<file path="config.mk">
export PLATFORM = sky130hd
export DESIGN_NAME = lsu_mem_master_flat
export DESIGN_NICKNAME = d
export VERILOG_FILES = /design/src/rtl/lsu_mem_master_if.sv /design/src/rtl/lsu_mem_master.sv /design/src/flat_wrapper.sv
export SDC_FILE = /design/constraint.sdc
export NUM_CORES = 1
export LEC_CHECK = 0
export CELL_PAD_IN_SITES_DETAIL_PLACEMENT = 2
export CELL_PAD_IN_SITES_GLOBAL_PLACEMENT = 2
export CORE_MARGIN = 2
export CORE_UTILIZATION = 30
export DETAILED_ROUTE_END_ITERATION = 10
export GPL_TIMING_DRIVEN = 0
export PLACE_DENSITY_LB_ADDON = 0.1
export SLEW_MARGIN = 20
export SYNTH_ARGS = -nofsm -noshare
export SYNTH_HDL_FRONTEND = slang
export SYNTH_SLANG_ARGS = --single-unit
</file>
<file path="constraint.sdc">
create_clock -name clk -period 6.9 [get_ports clk]
set_clock_uncertainty 0.1 [all_clocks]
set_input_delay 1.035 -clock clk [delete_from_list [all_inputs] [get_ports clk]]
set_output_delay 1.035 -clock clk [all_outputs]
set_load 0.05 [all_outputs]
</file>
<file path="src/rtl/lsu_mem_master_if.sv">
`default_nettype none
// +----------------------------------------------------------------------------+
// | lsu_mem_master_if : request/response and word-memory port bundle of the LSU |
// | Revision: 1.0                                                              |
// +----------------------------------------------------------------------------+
interface lsu_mem_master_if #(
    parameter int WIDTH = 32
);
    logic             req_valid;
    logic             req_ready;
    logic             req_we;
    logic [2:0]       req_funct3;
    logic [WIDTH-1:0] req_addr;
    logic [WIDTH-1:0] req_wdata;
    logic             rsp_valid;
    logic [WIDTH-1:0] rsp_rdata;
    logic             rsp_err;
    logic             busy;
    logic             mem_we;
    logic [WIDTH-1:0] mem_a;
    logic [WIDTH-1:0] mem_wd;
    logic [WIDTH-1:0] mem_rd;

    modport master (
        input  req_valid, req_we, req_funct3, req_addr, req_wdata, mem_rd,
        output req_ready, rsp_valid, rsp_rdata, rsp_err, busy, mem_we, mem_a, mem_wd
    );

    modport slave (
        output req_valid, req_we, req_funct3, req_addr, req_wdata, mem_rd,
        input  req_ready, rsp_valid, rsp_rdata, rsp_err, busy, mem_we, mem_a, mem_wd
    );
endinterface
`default_nettype wire

</file>
<file path="src/rtl/lsu_mem_master.sv">
`default_nettype none
// +----------------------------------------------------------------------------+
// | lsu_mem_master : RV32I load/store unit driving a word-addressed data memory |
// | Optional macro LSU_MISALIGN_TRAP_EN turns misaligned H/W accesses into errors|
// | Revision: 1.0                                                              |
// +----------------------------------------------------------------------------+
module lsu_mem_master #(
    parameter int WIDTH = 32
) (
    input  wire logic         clk,
    input  wire logic         reset,
    lsu_mem_master_if.master  bus
);
    typedef enum logic [1:0] {
        S_IDLE = 2'd0,
        S_RD   = 2'd1,
        S_WR   = 2'd2,
        S_RESP = 2'd3
    } state_t;

    state_t           r_state;
    logic [2:0]       r_f3;
    logic [1:0]       r_lane;
    logic [15:0]      r_wdata;
    logic             r_rmw;
    logic [WIDTH-1:0] r_mem_a;
    logic [WIDTH-1:0] r_mem_wd;
    logic             r_rsp_valid;
    logic [WIDTH-1:0] r_rsp_rdata;
    logic             r_rsp_err;

    logic             w_illegal;
    logic             w_misalign;
    logic             w_err;
    logic [WIDTH-1:0] w_shift;
    logic [7:0]       w_byte;
    logic [15:0]      w_half;
    logic [WIDTH-1:0] w_load;
    logic [WIDTH-1:0] w_merged;

    assign w_illegal = bus.req_we ? (bus.req_funct3[2] | (bus.req_funct3[1:0] == 2'd3))
                                  : ((bus.req_funct3[1:0] == 2'd3) | (bus.req_funct3 == 3'd6));

`ifdef LSU_MISALIGN_TRAP_EN
    assign w_misalign = ((bus.req_funct3[1:0] == 2'd1) && bus.req_addr[0]) ||
                        ((bus.req_funct3[1:0] == 2'd2) && (bus.req_addr[1:0] != 2'd0));
`else
    assign w_misalign = 1'b0;
`endif

    assign w_err = w_illegal | w_misalign;

    // Sub-word load extraction from the word currently on mem_rd
    assign w_shift = bus.mem_rd >> {r_lane, 3'b000};
    assign w_byte  = w_shift[7:0];
    assign w_half  = r_lane[1] ? bus.mem_rd[31:16] : bus.mem_rd[15:0];

    always_comb begin
        w_load = bus.mem_rd;
        case (r_f3)
            3'd0:    w_load = {{24{w_byte[7]}}, w_byte};
            3'd1:    w_load = {{16{w_half[15]}}, w_half};
            3'd4:    w_load = {24'd0, w_byte};
            3'd5:    w_load = {16'd0, w_half};
            default: w_load = bus.mem_rd;
        endcase
    end

    always_comb begin
        w_merged = bus.mem_rd;
        if (r_f3[0]) begin
            if (r_lane[1]) w_merged[31:16] = r_wdata;
            else           w_merged[15:0]  = r_wdata;
        end else begin
            case (r_lane)
                2'd0:    w_merged[7:0]   = r_wdata[7:0];
                2'd1:    w_merged[15:8]  = r_wdata[7:0];
                2'd2:    w_merged[23:16] = r_wdata[7:0];
                default: w_merged[31:24] = r_wdata[7:0];
            endcase
        end
    end

    always_ff @(posedge clk or posedge reset) begin
        if (reset) begin
            r_state     <= S_IDLE;
            r_f3        <= 3'd0;
            r_lane      <= 2'd0;
            r_wdata     <= 16'd0;
            r_rmw       <= 1'b0;
            r_mem_a     <= '0;
            r_mem_wd    <= '0;
            r_rsp_valid <= 1'b0;
            r_rsp_rdata <= '0;
            r_rsp_err   <= 1'b0;
        end else begin
            r_rsp_valid <= 1'b0;
            case (r_state)
                S_IDLE: begin
                    if (bus.req_valid) begin
                        r_f3    <= bus.req_funct3;
                        r_lane  <= bus.req_addr[1:0];
                        r_wdata <= bus.req_wdata[15:0];
                        if (w_err) begin
                            r_rsp_valid <= 1'b1;
                            r_rsp_err   <= 1'b1;
                            r_rsp_rdata <= '0;
                            r_state     <= S_RESP;
                        end else begin
                            r_mem_a <= {bus.req_addr[WIDTH-1:2], 2'b00};
                            if (!bus.req_we) begin
                                r_rmw   <= 1'b0;
                                r_state <= S_RD;
                            end else if (bus.req_funct3[1:0] == 2'd2) begin
                                r_rmw    <= 1'b0;
                                r_mem_wd <= bus.req_wdata;
                                r_state  <= S_WR;
                            end else begin
                                r_rmw   <= 1'b1;
                                r_state <= S_RD;
                            end
                        end
                    end
                end
                S_RD: begin
                    if (r_rmw) begin
                        r_mem_wd <= w_merged;
                        r_state  <= S_WR;
                    end else begin
                        r_rsp_valid <= 1'b1;
                        r_rsp_err   <= 1'b0;
                        r_rsp_rdata <= w_load;
                        r_state     <= S_RESP;
                    end
                end
                S_WR: begin
                    r_rsp_valid <= 1'b1;
                    r_rsp_err   <= 1'b0;
                    r_rsp_rdata <= '0;
                    r_state     <= S_RESP;
                end
                default: r_state <= S_IDLE;
            endcase
        end
    end

    assign bus.req_ready = (r_state == S_IDLE) && !reset;
    assign bus.busy      = (r_state != S_IDLE);
    assign bus.mem_we    = (r_state == S_WR);
    assign bus.mem_a     = r_mem_a;
    assign bus.mem_wd    = r_mem_wd;
    assign bus.rsp_valid = r_rsp_valid;
    assign bus.rsp_rdata = r_rsp_rdata;
    assign bus.rsp_err   = r_rsp_err;

endmodule
`default_nettype wire
</file>
<file path="src/flat_wrapper.sv">
// flat-port wrapper written by rule: the top's interface ports become plain ports
module lsu_mem_master_flat 
#(
    parameter int WIDTH = 32
)
  (clk, reset, bus_req_valid, bus_req_we, bus_req_funct3, bus_req_addr, bus_req_wdata, bus_mem_rd, bus_req_ready, bus_rsp_valid, bus_rsp_rdata, bus_rsp_err, bus_busy, bus_mem_we, bus_mem_a, bus_mem_wd);
  lsu_mem_master_if #(.WIDTH(WIDTH)) bus_i ();
  input  wire logic clk;
  input  wire logic reset;
  input wire logic [$bits(bus_i.req_valid)-1:0] bus_req_valid;
  input wire logic [$bits(bus_i.req_we)-1:0] bus_req_we;
  input wire logic [$bits(bus_i.req_funct3)-1:0] bus_req_funct3;
  input wire logic [$bits(bus_i.req_addr)-1:0] bus_req_addr;
  input wire logic [$bits(bus_i.req_wdata)-1:0] bus_req_wdata;
  input wire logic [$bits(bus_i.mem_rd)-1:0] bus_mem_rd;
  output wire logic [$bits(bus_i.req_ready)-1:0] bus_req_ready;
  output wire logic [$bits(bus_i.rsp_valid)-1:0] bus_rsp_valid;
  output wire logic [$bits(bus_i.rsp_rdata)-1:0] bus_rsp_rdata;
  output wire logic [$bits(bus_i.rsp_err)-1:0] bus_rsp_err;
  output wire logic [$bits(bus_i.busy)-1:0] bus_busy;
  output wire logic [$bits(bus_i.mem_we)-1:0] bus_mem_we;
  output wire logic [$bits(bus_i.mem_a)-1:0] bus_mem_a;
  output wire logic [$bits(bus_i.mem_wd)-1:0] bus_mem_wd;
  assign bus_i.req_valid = bus_req_valid;
  assign bus_i.req_we = bus_req_we;
  assign bus_i.req_funct3 = bus_req_funct3;
  assign bus_i.req_addr = bus_req_addr;
  assign bus_i.req_wdata = bus_req_wdata;
  assign bus_i.mem_rd = bus_mem_rd;
  assign bus_req_ready = bus_i.req_ready;
  assign bus_rsp_valid = bus_i.rsp_valid;
  assign bus_rsp_rdata = bus_i.rsp_rdata;
  assign bus_rsp_err = bus_i.rsp_err;
  assign bus_busy = bus_i.busy;
  assign bus_mem_we = bus_i.mem_we;
  assign bus_mem_a = bus_i.mem_a;
  assign bus_mem_wd = bus_i.mem_wd;
  lsu_mem_master #(.WIDTH(WIDTH)) u_core (.clk(clk), .reset(reset), .bus(bus_i));
endmodule
</file>
# Yosys cells after proc, flatten, opt, wreduce, memory -nomap -nowiden
# Cells that the tools add are included.
totals:
  reg_bits: 120
  in_bits: 103
  out_inout_bits: 101
  elab_cells: 80
op_classes:
  n_eq_ne: 17
  shift: 1
  n_mux: 36
  n_bitwise: 3
  n_reduce_logical: 13
ops:
  columns: ["operator", "count"]
  rows:
  - ["two-way mux 32 bit", 9]
  - ["case mux 32 bit (4 select lines)", 1]
  - ["case mux 32 bit (3 select lines)", 1]
  - ["case mux 32 bit (2 select lines)", 1]
  - ["two-way mux 16 bit", 3]
  - ["two-way mux 8 bit", 4]
  - [">> shifter 32 x 5 -> 8 bit", 1]
  - ["two-way mux 1 bit", 10]
  - ["== test 3 bit (second input constant)", 3]
  - ["== test 2 bit (second input constant)", 4]
  - ["two-way mux 2 bit", 4]
  - ["!= test 2 bit (second input constant)", 4]
  - ["!= test 2 x 1 -> 1 bit (second input constant)", 3]
  - ["case mux 1 bit (3 select lines)", 2]
  - ["case mux 2 bit (3 select lines)", 1]
  - ["AND reduction 6 bit", 1]
  - ["== test 2 x 1 -> 1 bit (second input constant)", 2]
  - ["zero test 2 bit", 2]
  - ["AND reduction 4 bit", 1]
  - ["nonzero test 2 bit", 2]
  - ["== test 3 x 1 -> 1 bit (second input constant)", 1]
  - ["zero test 3 bit", 1]
  - ["AND reduction 3 bit", 1]
  - ["nonzero test 3 bit", 1]
  - ["6 further kinds", 7]

# Logic depth before layout (Yosys ltp)
# Gate-level depths: netlist (run 1).
depth:
  word_depth: 6
  mapped_depth: 9
  mapped_depth_nobuf: 6

# Least setup slack after synthesis (run 1)
# No wires, ideal clock.
synth_timing:
  path_type: "flip-flop to output port"
  startpoint: "register u_core.r_state[0]"
  endpoint: "output port bus_req_ready"
  t_arrival_ns: 1.769
  required_time_ns: 5.765
  slack_ns: 3.996
  path_stages_with_launch: 6
  n_path_buf: 1
  cell_sequence: "dfrtp_1 -> inv_1 -> ha_1 -> buf_2 -> inv_1 -> nor2_1"
synth_between:
  elab_chain_len: 2
synth_rtl:
  columns: ["item", "line_no", "text"]
  rows:
  - ["from (decl)", "lsu_mem_master.sv:21", "state_t r_state;"]
  - ["from (signal assigned)", "lsu_mem_master.sv:86", "r_state <= S_IDLE;"]
  - ["from (signal assigned)", "lsu_mem_master.sv:108", "r_state <= S_RESP;"]
  - ["from (signal assigned)", "lsu_mem_master.sv:113", "r_state <= S_RD;"]
  - ["zero test 2 bit", "lsu_mem_master.sv:147", "assign bus.req_ready = (r_state == S_IDLE) && !reset;"]
  - ["logical AND 1 bit", "lsu_mem_master.sv:147", null]
  - ["to (decl)", "flat_wrapper.sv:16", "output wire logic [$bits(bus_i.req_ready)-1:0] bus_req_ready;"]
# No other way between the ends.

# Worst setup path in the final report (run 1)
layout_timing:
  startpoint: "input port reset"
  endpoint: "output port bus_req_ready"
layout_between:
  elab_chain_len: 2
layout_rtl:
  columns: ["item", "line_no", "text"]
  rows:
  - ["from (decl)", "flat_wrapper.sv:9", "input wire logic reset;"]
  - ["zero test 1 bit (no line)", null, null]
  - ["logical AND 1 bit", "lsu_mem_master.sv:147", null]
# No other way between the ends.

==> run_results.csv, run 1 <==
group,metric,value,unit
worst_setup_path,cp_data_required_time,5.76,ns
cells_and_area,insertedDiodeCount,0,
synthesis,synth_area,6140,µm²
power,net_switching_fraction_of_the_power,50.8,%
worst_setup_path,end_kind,"output pin",
synthesis,synth-adder-area-share,0.815,%
grt,gr-usage-all-layers,24.4,%
synthesis,yosys_register_bits,120,
synthesis,synthFlopType,"sky130_fd_sc_hd__dfrtp_1",
clocking,cts_repair_resize_count,0,
clocking,cts_setup_buffers,0,
synthesis,synth_top_family_by_area,"compound AO/OA/AOI/OAI gates",
power,power.combinational.fraction,59.5,%
synthesis,post_synth_and_or_nand_nor_area_fraction,16.0,%
placement,finalWeightedCongestion,0.897,
power,max-vdd-ir-drop,227,µV
cells_and_area,num-fill-cells,2154,
timing,rsz0062_at_grt,"no",
clocking,clk_root_buffer_cell,"sky130_fd_sc_hd__clkbuf_16",
synthesis,xor_and_xnor_area_share_after_synthesis,0,%
timing,finalCriticalPeriod,3.58,ns
grt,grt_overflow,0,
placement,port_buffers,201,
hold_path,min_path_type,"flip-flop to flip-flop",
power,power.density,597,nW/µm²
clocking,cts_hold_repair.buffers,0,
cells_and_area,area_delta_synth_final,48.4,%
timing,slew_violations,0,
route,drt_pass1_iterations,5,
synthesis,synthDistinctLibCells,49,
synthesis,yosys_warnings,0,
cells_and_area,nNetsFinal,951,
clocking,clock_sink_count,120,
cells_and_area,layout_common_cells,"sky130_fd_sc_hd__clkdlybuf4s50_1, sky130_fd_sc_hd__dfrtp_1, sky130_fd_sc_hd__nand2_1",
route,route.detailed.wl_per_inst,22.9,µm
timing,final_setup_tns,0,ns
grt,grt_first_pass_wirelength,40200,µm
worst_setup_path,timing_worst_setup_path_type,"input pin to output pin",
route,wire_length_reported_by_the_detailed_router,25800,µm
timing,finalHoldViolations,0,
power,power.net_switching,2.76,mW
synthesis,synth_cells,622,
grt,vias_in_the_first_global_route,6636,
floorplanning,die_h,147,µm
floorplanning,number_of_placement_rows,52,
power,p_int,2.67,mW
worst_setup_path,path_max_fanout,2,
power,leakagePower,3.74,nW
outcome,run_status,"finished clean",
clocking,cts_tree,"done",
synthesis,postSynth.asyncResetShare,100,%
cells_and_area,layout.cells.most_common,"sky130_fd_sc_hd__clkdlybuf4s50_1",
worst_setup_path,arrival_time_reported_for_the_critical_path_endpoint,2.45,ns
worst_setup_path,setup.worst_path.start_class,"input pin",
synthesis,synth_edf_count,0,
floorplanning,floorplan.core_area,20200,µm²
clocking,cts-buffers-inserted,17,
floorplanning,die_area,21600,µm²
power,clock_power_share,16.4,%
timing,max_slew_margin,41.2,%
floorplanning,floorplan.die.width,147,µm
synthesis,yosys-mux-area-fraction,11.1,%
cells_and_area,final_layout_size_suffix_gt1_share,12.7,%
grt,grt_max_degree,66,
power,power.share.sequential,24.1,%
clocking,path_clk_slew,0.06,ns
clocking,cts_max_path_buffers,2,
synthesis,syn_avg_cell_area,9.87,µm²
clocking,cts.htree.levels,4,
timing,finalSetupViolCount,0,
timing,hold_ws,0.378,ns
job,cap_violations,0,
clocking,insertion_delay,0.42,ns
route,detail-route-antenna-nets,0,
synthesis,synth_compound_gate_area_share,18.8,%
timing,maxClockFrequency,279,MHz
placement,dp_hpwl,19700,µm
timing,layout_worst_path_cycle_share,51.9,%
synthesis,synth-seq-area-share,48.9,%
route,initial_detailed_routing_violation_count,341,
route,drc,0,
timing,pin_slew_with_the_least_headroom_to_its_limit,0.859,ns
route,vias,5954,
floorplanning,ioPinCount,204,
grt,antenna_found_initial,0,
route,avgViaCountPerCell,5.28,
floorplanning,initial_utilization,30.4,%
power by group through the flow:
| stage | clock network [mW] | registers (mW) | logic (mW) |
|---|---|---|---|
| 4_1_cts | 0.906 | 1.31 | 3.26 |
| 3_3_place_gp | 0 | 1.29 | 3.14 |
| 3_5_place_dp | 0 | 1.32 | 3.23 |
| 5_1_grt | 0.941 | 1.36 | 3.45 |
| 6_report | 0.891 | 1.31 | 3.23 |
| 2_1_floorplan | 0 | 2.17 | 1.19 |
routing by layer:
layer / GRT usage [%] / part of all wire [%]
met2: 41.9 / 50
met5: 0 / 0
met1: 30.6 / 42
met3: 5.96 / 6.0
met4: 7.12 / 2.0
cell usage after synthesis (2+ instances only):
cell,number,area (µm²)
sky130_fd_sc_hd__inv_1,11,41.3
sky130_fd_sc_hd__a21boi_0,7,52.6
sky130_fd_sc_hd__a211oi_1,9,67.6
sky130_fd_sc_hd__buf_4,3,22.5
sky130_fd_sc_hd__nand3_1,12,60.1
sky130_fd_sc_hd__or3_1,2,12.5
sky130_fd_sc_hd__o21ai_1,10,50.1
sky130_fd_sc_hd__a2111oi_0,8,70.1
sky130_fd_sc_hd__nor3_1,14,70.1
sky130_fd_sc_hd__o221ai_1,7,61.3
sky130_fd_sc_hd__nand2_1,70,263
sky130_fd_sc_hd__buf_2,8,40.0
sky130_fd_sc_hd__o31ai_1,42,315
sky130_fd_sc_hd__mux2i_1,3,30.0
sky130_fd_sc_hd__clkinv_1,2,7.51
sky130_fd_sc_hd__and3_1,14,87.6
sky130_fd_sc_hd__a22o_1,9,78.8
sky130_fd_sc_hd__or3b_2,2,17.5
sky130_fd_sc_hd__mux2_2,58,653
sky130_fd_sc_hd__a21oi_1,22,110
sky130_fd_sc_hd__nor2b_1,5,31.3
sky130_fd_sc_hd__buf_1,4,15.0
sky130_fd_sc_hd__o21ai_0,31,155
sky130_fd_sc_hd__dfrtp_1,120,3000
sky130_fd_sc_hd__nor2_1,59,221
sky130_fd_sc_hd__clkbuf_1,35,131
sky130_fd_sc_hd__nand2b_1,19,119
sky130_fd_sc_hd__ha_1,4,50.1
sky130_fd_sc_hd__nand3b_1,8,60.1
sky130_fd_sc_hd__o311a_1,5,50.1
layout make-up:
cell class,count,area [µm²],share of cell area [%]
flip-flops and latches,120,3000,33.0
plain buffers,50,209,2.29
well taps,270,338,3.71
clock buffers,20,467,5.13
multi-input cells,440,2880,31.6
clock inverters,12,116,1.28
inverters,13,53.8,0.591
repair buffers,202,2040,22.4
logic make-up after synthesis:
kind of cell    after synthesis
compound gates              163
simple gates                210
fa+ha+maj                     4
flops                       120
other cells                   1
mux                          61
buf+inv                      63
metrics by stage:
stage / util (%) / cell area, µm² / power [mW] / cells / setup slack [ns]
2_1_floorplan: - / 6140 / 3.36 / 623 / 2.58
6_report: 45.1 / 9110 / 5.44 / 1127 / 3.32
3_3_place_gp: 42.1 / 8490 / 4.43 / 1094 / 0.655
5_1_grt: 45.1 / 9110 / 5.75 / 1127 / 3.27
4_1_cts: 45.1 / 9110 / 5.48 / 1127 / 3.31
3_5_place_dp: 42.3 / 8520 / 4.55 / 1095 / 3.32
state kept, by name (all words and copies together), names as in the netlist:
name and flops:
u_core.bus.mem_wd 32, u_core.bus.rsp_valid 1, u_core.r_f3 3, u_core.r_wdata 16, u_core.r_state 2, u_core.bus.mem_a 30
u_core.bus.rsp_rdata 32, u_core.bus.rsp_err 1, u_core.r_rmw 1, u_core.r_lane 2
final timing paths:
| check | from | end | slack, ns | cells past startpoint |
|---|---|---|---|---|
| max in group asynchronous | reset | u_core.bus.mem_wd[30] | 5.01 | 3 |
| min in group asynchronous | reset | u_core.bus.mem_a[17] | 0.97 | 2 |
| worst max-delay path | reset | bus_req_ready | 3.32 | 3 |
| worst min-delay path | u_core.bus.mem_wd[30] | u_core.bus.mem_wd[30] | 0.38 | 2 |
| worst max register to register | u_core.r_state[0] | u_core.bus.mem_wd[6] | 4.00 | 9 |
| worst min register to register | u_core.bus.mem_wd[30] | u_core.bus.mem_wd[30] | 0.38 | 2 |
critical path, cell delays in order:
cell and delay (ns):
sky130_fd_sc_hd__clkdlybuf4s50_1 0.48, sky130_fd_sc_hd__nor2_1 0.12, sky130_fd_sc_hd__clkdlybuf4s50_1 0.81
(Power assumes the default switching activity.)
==> inputs of run 2 (changes only) <==
--- a/config.mk
+++ b/config.mk
@@ -8,7 +8,7 @@
 export CELL_PAD_IN_SITES_DETAIL_PLACEMENT = 2
 export CELL_PAD_IN_SITES_GLOBAL_PLACEMENT = 2
 export CORE_MARGIN = 2
-export CORE_UTILIZATION = 30
+export CORE_UTILIZATION = 28
 export DETAILED_ROUTE_END_ITERATION = 10
 export GPL_TIMING_DRIVEN = 0
 export PLACE_DENSITY_LB_ADDON = 0.1
==> constraint.sdc (replaced) <==
create_clock -name clk -period 3.7 [get_ports clk]
set_clock_uncertainty 0.1 [all_clocks]
set_input_delay 0.555 -clock clk [delete_from_list [all_inputs] [get_ports clk]]
set_output_delay 0.555 -clock clk [all_outputs]
set_load 0.05 [all_outputs]
==> run 2 against run 1 <==
Effect of this change: worst setup slack got worse by 2.7 ns; cell area increased by 1.5%; non-clock buffer count increased by 3; critical path depth increased by 3; first-iteration DRC count decreased by 39%; sequential cell count unchanged; total power increased by 91%; routed wire length increased by 3.9%; core utilization decreased by 2.5 points; sequential share of layout area decreased by 0.48 points; largest cell class unchanged; largest power group unchanged.
==> run_results.csv, run 2 (synthesis gave the netlist of run 1 again) <==
group,metric,value,unit
timing,maxClockFrequency,321,MHz
power,clock_power_share,17.9,%
cells_and_area,layout_common_cells,"sky130_fd_sc_hd__clkdlybuf4s50_1, sky130_fd_sc_hd__dfrtp_1, sky130_fd_sc_hd__nand2_1",
floorplanning,floorplan.core_area,21700,µm²
clocking,cts.htree.levels,4,
grt,grt_first_pass_wirelength,41100,µm
timing,rsz0062_at_grt,"no",
placement,finalWeightedCongestion,0.852,
route,vias,5880,
power,power.share.sequential,23.5,%
clocking,cts_repair_resize_count,0,
power,leakagePower,3.80,nW
route,initial_detailed_routing_violation_count,208,
timing,slew_violations,0,
power,power.density,1120,nW/µm²
worst_setup_path,arrival_time_reported_for_the_critical_path_endpoint,2.46,ns
worst_setup_path,cp_data_required_time,3.04,ns
power,power.net_switching,5.20,mW
cells_and_area,num-fill-cells,2287,
power,power.combinational.fraction,58.7,%
route,avgViaCountPerCell,5.16,
clocking,cts-buffers-inserted,17,
placement,dp_hpwl,21000,µm
timing,finalHoldViolations,0,
cells_and_area,insertedDiodeCount,0,
floorplanning,number_of_placement_rows,54,
clocking,cts_setup_buffers,0,
clocking,clk_root_buffer_cell,"sky130_fd_sc_hd__clkbuf_16",
hold_path,min_path_type,"flip-flop to flip-flop",
route,detail-route-antenna-nets,0,
cells_and_area,nNetsFinal,954,
power,p_int,5.16,mW
route,wire_length_reported_by_the_detailed_router,26800,µm
worst_setup_path,path_max_fanout,10,
floorplanning,initial_utilization,28.3,%
route,drt_pass1_iterations,4,
timing,finalCriticalPeriod,3.12,ns
grt,vias_in_the_first_global_route,6561,
grt,gr-usage-all-layers,23.3,%
timing,layout_worst_path_cycle_share,84.2,%
floorplanning,die_h,152,µm
clocking,cts_hold_repair.buffers,0,
grt,antenna_found_initial,0,
job,cap_violations,0,
power,max-vdd-ir-drop,486,µV
timing,finalSetupViolCount,0,
grt,grt_overflow,0,
clocking,path_clk_slew,0.06,ns
floorplanning,ioPinCount,204,
route,drc,0,
worst_setup_path,timing_worst_setup_path_type,"flip-flop to output pin",
clocking,cts_tree,"done",
route,route.detailed.wl_per_inst,23.5,µm
cells_and_area,area_delta_synth_final,50.6,%
worst_setup_path,end_kind,"output pin",
clocking,clock_sink_count,120,
clocking,cts_max_path_buffers,2,
timing,pin_slew_with_the_least_headroom_to_its_limit,0.994,ns
placement,port_buffers,201,
grt,grt_max_degree,33,
floorplanning,die_area,23100,µm²
cells_and_area,layout.cells.most_common,"sky130_fd_sc_hd__clkdlybuf4s50_1",
timing,max_slew_margin,32.0,%
cells_and_area,utilization,42.6,%
power,net_switching_fraction_of_the_power,50.2,%
clocking,insertion_delay,0.42,ns
floorplanning,floorplan.die.width,152,µm
outcome,run_status,"finished clean",
worst_setup_path,setup.worst_path.start_class,"flip-flop",
cells_and_area,final_layout_size_suffix_gt1_share,12.9,%
timing,final_setup_tns,0,ns
==> run 2: changes by cell type in the layout (fill, tap and decap cells not counted) <==
cell | before | now
sky130_fd_sc_hd__clkinv_4 | 4 | 0
sky130_fd_sc_hd__clkbuf_1 | 35 | 36
sky130_fd_sc_hd__inv_8 | 0 | 2
sky130_fd_sc_hd__bufinv_16 | 1 | 4
sky130_fd_sc_hd__clkinv_2 | 2 | 0
sky130_fd_sc_hd__clkbuf_8 | 3 | 0
sky130_fd_sc_hd__buf_16 | 1 | 2
sky130_fd_sc_hd__inv_6 | 4 | 6
sky130_fd_sc_hd__clkinvlp_4 | 2 | 3
sky130_fd_sc_hd__buf_12 | 0 | 2
==> run 2: final timing paths <==
| kind | slack [ns] | to | cells past startpoint | from |
|---|---|---|---|---|
| setup / recovery | 0.58 | bus_req_ready | 6 | u_core.r_state[0] |
| hold reg to reg | 0.37 | u_core.bus.mem_wd[25] | 2 | u_core.bus.mem_wd[25] |
| setup reg to reg | 0.84 | u_core.bus.mem_wd[11] | 9 | u_core.r_state[0] |
| hold / removal | 0.37 | u_core.bus.mem_wd[25] | 2 | u_core.bus.mem_wd[25] |
| max in group asynchronous | 2.35 | u_core.bus.mem_a[18] | 4 | reset |
| min in group asynchronous | 0.46 | u_core.bus.rsp_err | 2 | reset |
==> run 2: per-stage QoR <==
stage	worst slack, ns	total power [mW]	cells	cell area, µm²	hold slack [ns]
2_1_floorplan	1.28	6.26	623	6140	0.383
3_3_place_gp	0.312	8.34	1104	8510	0.364
4_1_cts	0.542	10.5	1140	9240	0.382
3_5_place_dp	0.666	8.54	1108	8600	0.368
6_report	0.585	10.4	1140	9240	0.375
5_1_grt	0.482	10.9	1140	9240	0.418
==> run 2: final cells by class <==
class / count / area [µm²] / area share [%]
flip-flops and latches: 120 / 3000 / 32.5
multi-input cells: 440 / 2880 / 31.2
repair buffers: 205 / 2110 / 22.8
clock buffers: 18 / 429 / 4.64
well taps: 280 / 350 / 3.79
clock inverters: 14 / 210 / 2.27
plain buffers: 50 / 209 / 2.26
inverters: 13 / 52.6 / 0.569
==> run 2: worst max-delay path, stage by stage, from the launching register on <==
cell and delay (ns):
sky130_fd_sc_hd__dfrtp_1 0.42, sky130_fd_sc_hd__inv_1 0.11, sky130_fd_sc_hd__ha_1 0.18, sky130_fd_sc_hd__buf_2 0.25, sky130_fd_sc_hd__inv_1 0.10, sky130_fd_sc_hd__nor2_1 0.15
sky130_fd_sc_hd__clkdlybuf4s50_1 0.83
==> run 2: power by group through the flow <==
stage | Sequential (mW) | Combinational (mW) | Clock [mW]
finish | 2.43 | 6.08 | 1.85
global placement | 2.39 | 5.95 | 0
CTS | 2.44 | 6.13 | 1.89
detailed placement | 2.45 | 6.10 | 0
floorplan | 4.05 | 2.21 | 0
global route | 2.52 | 6.48 | 1.94
==> run 2: routing by layer <==
layer  track usage [%]  part of all wire (%)  vias to the layer above
li1                  -                     -                     2691
met1              31.8                    47                     3007
met2              38.1                    48                      155
met3              4.05                   3.8                       27
met4              6.59                   1.8                        0
met5                 0                     0                        -
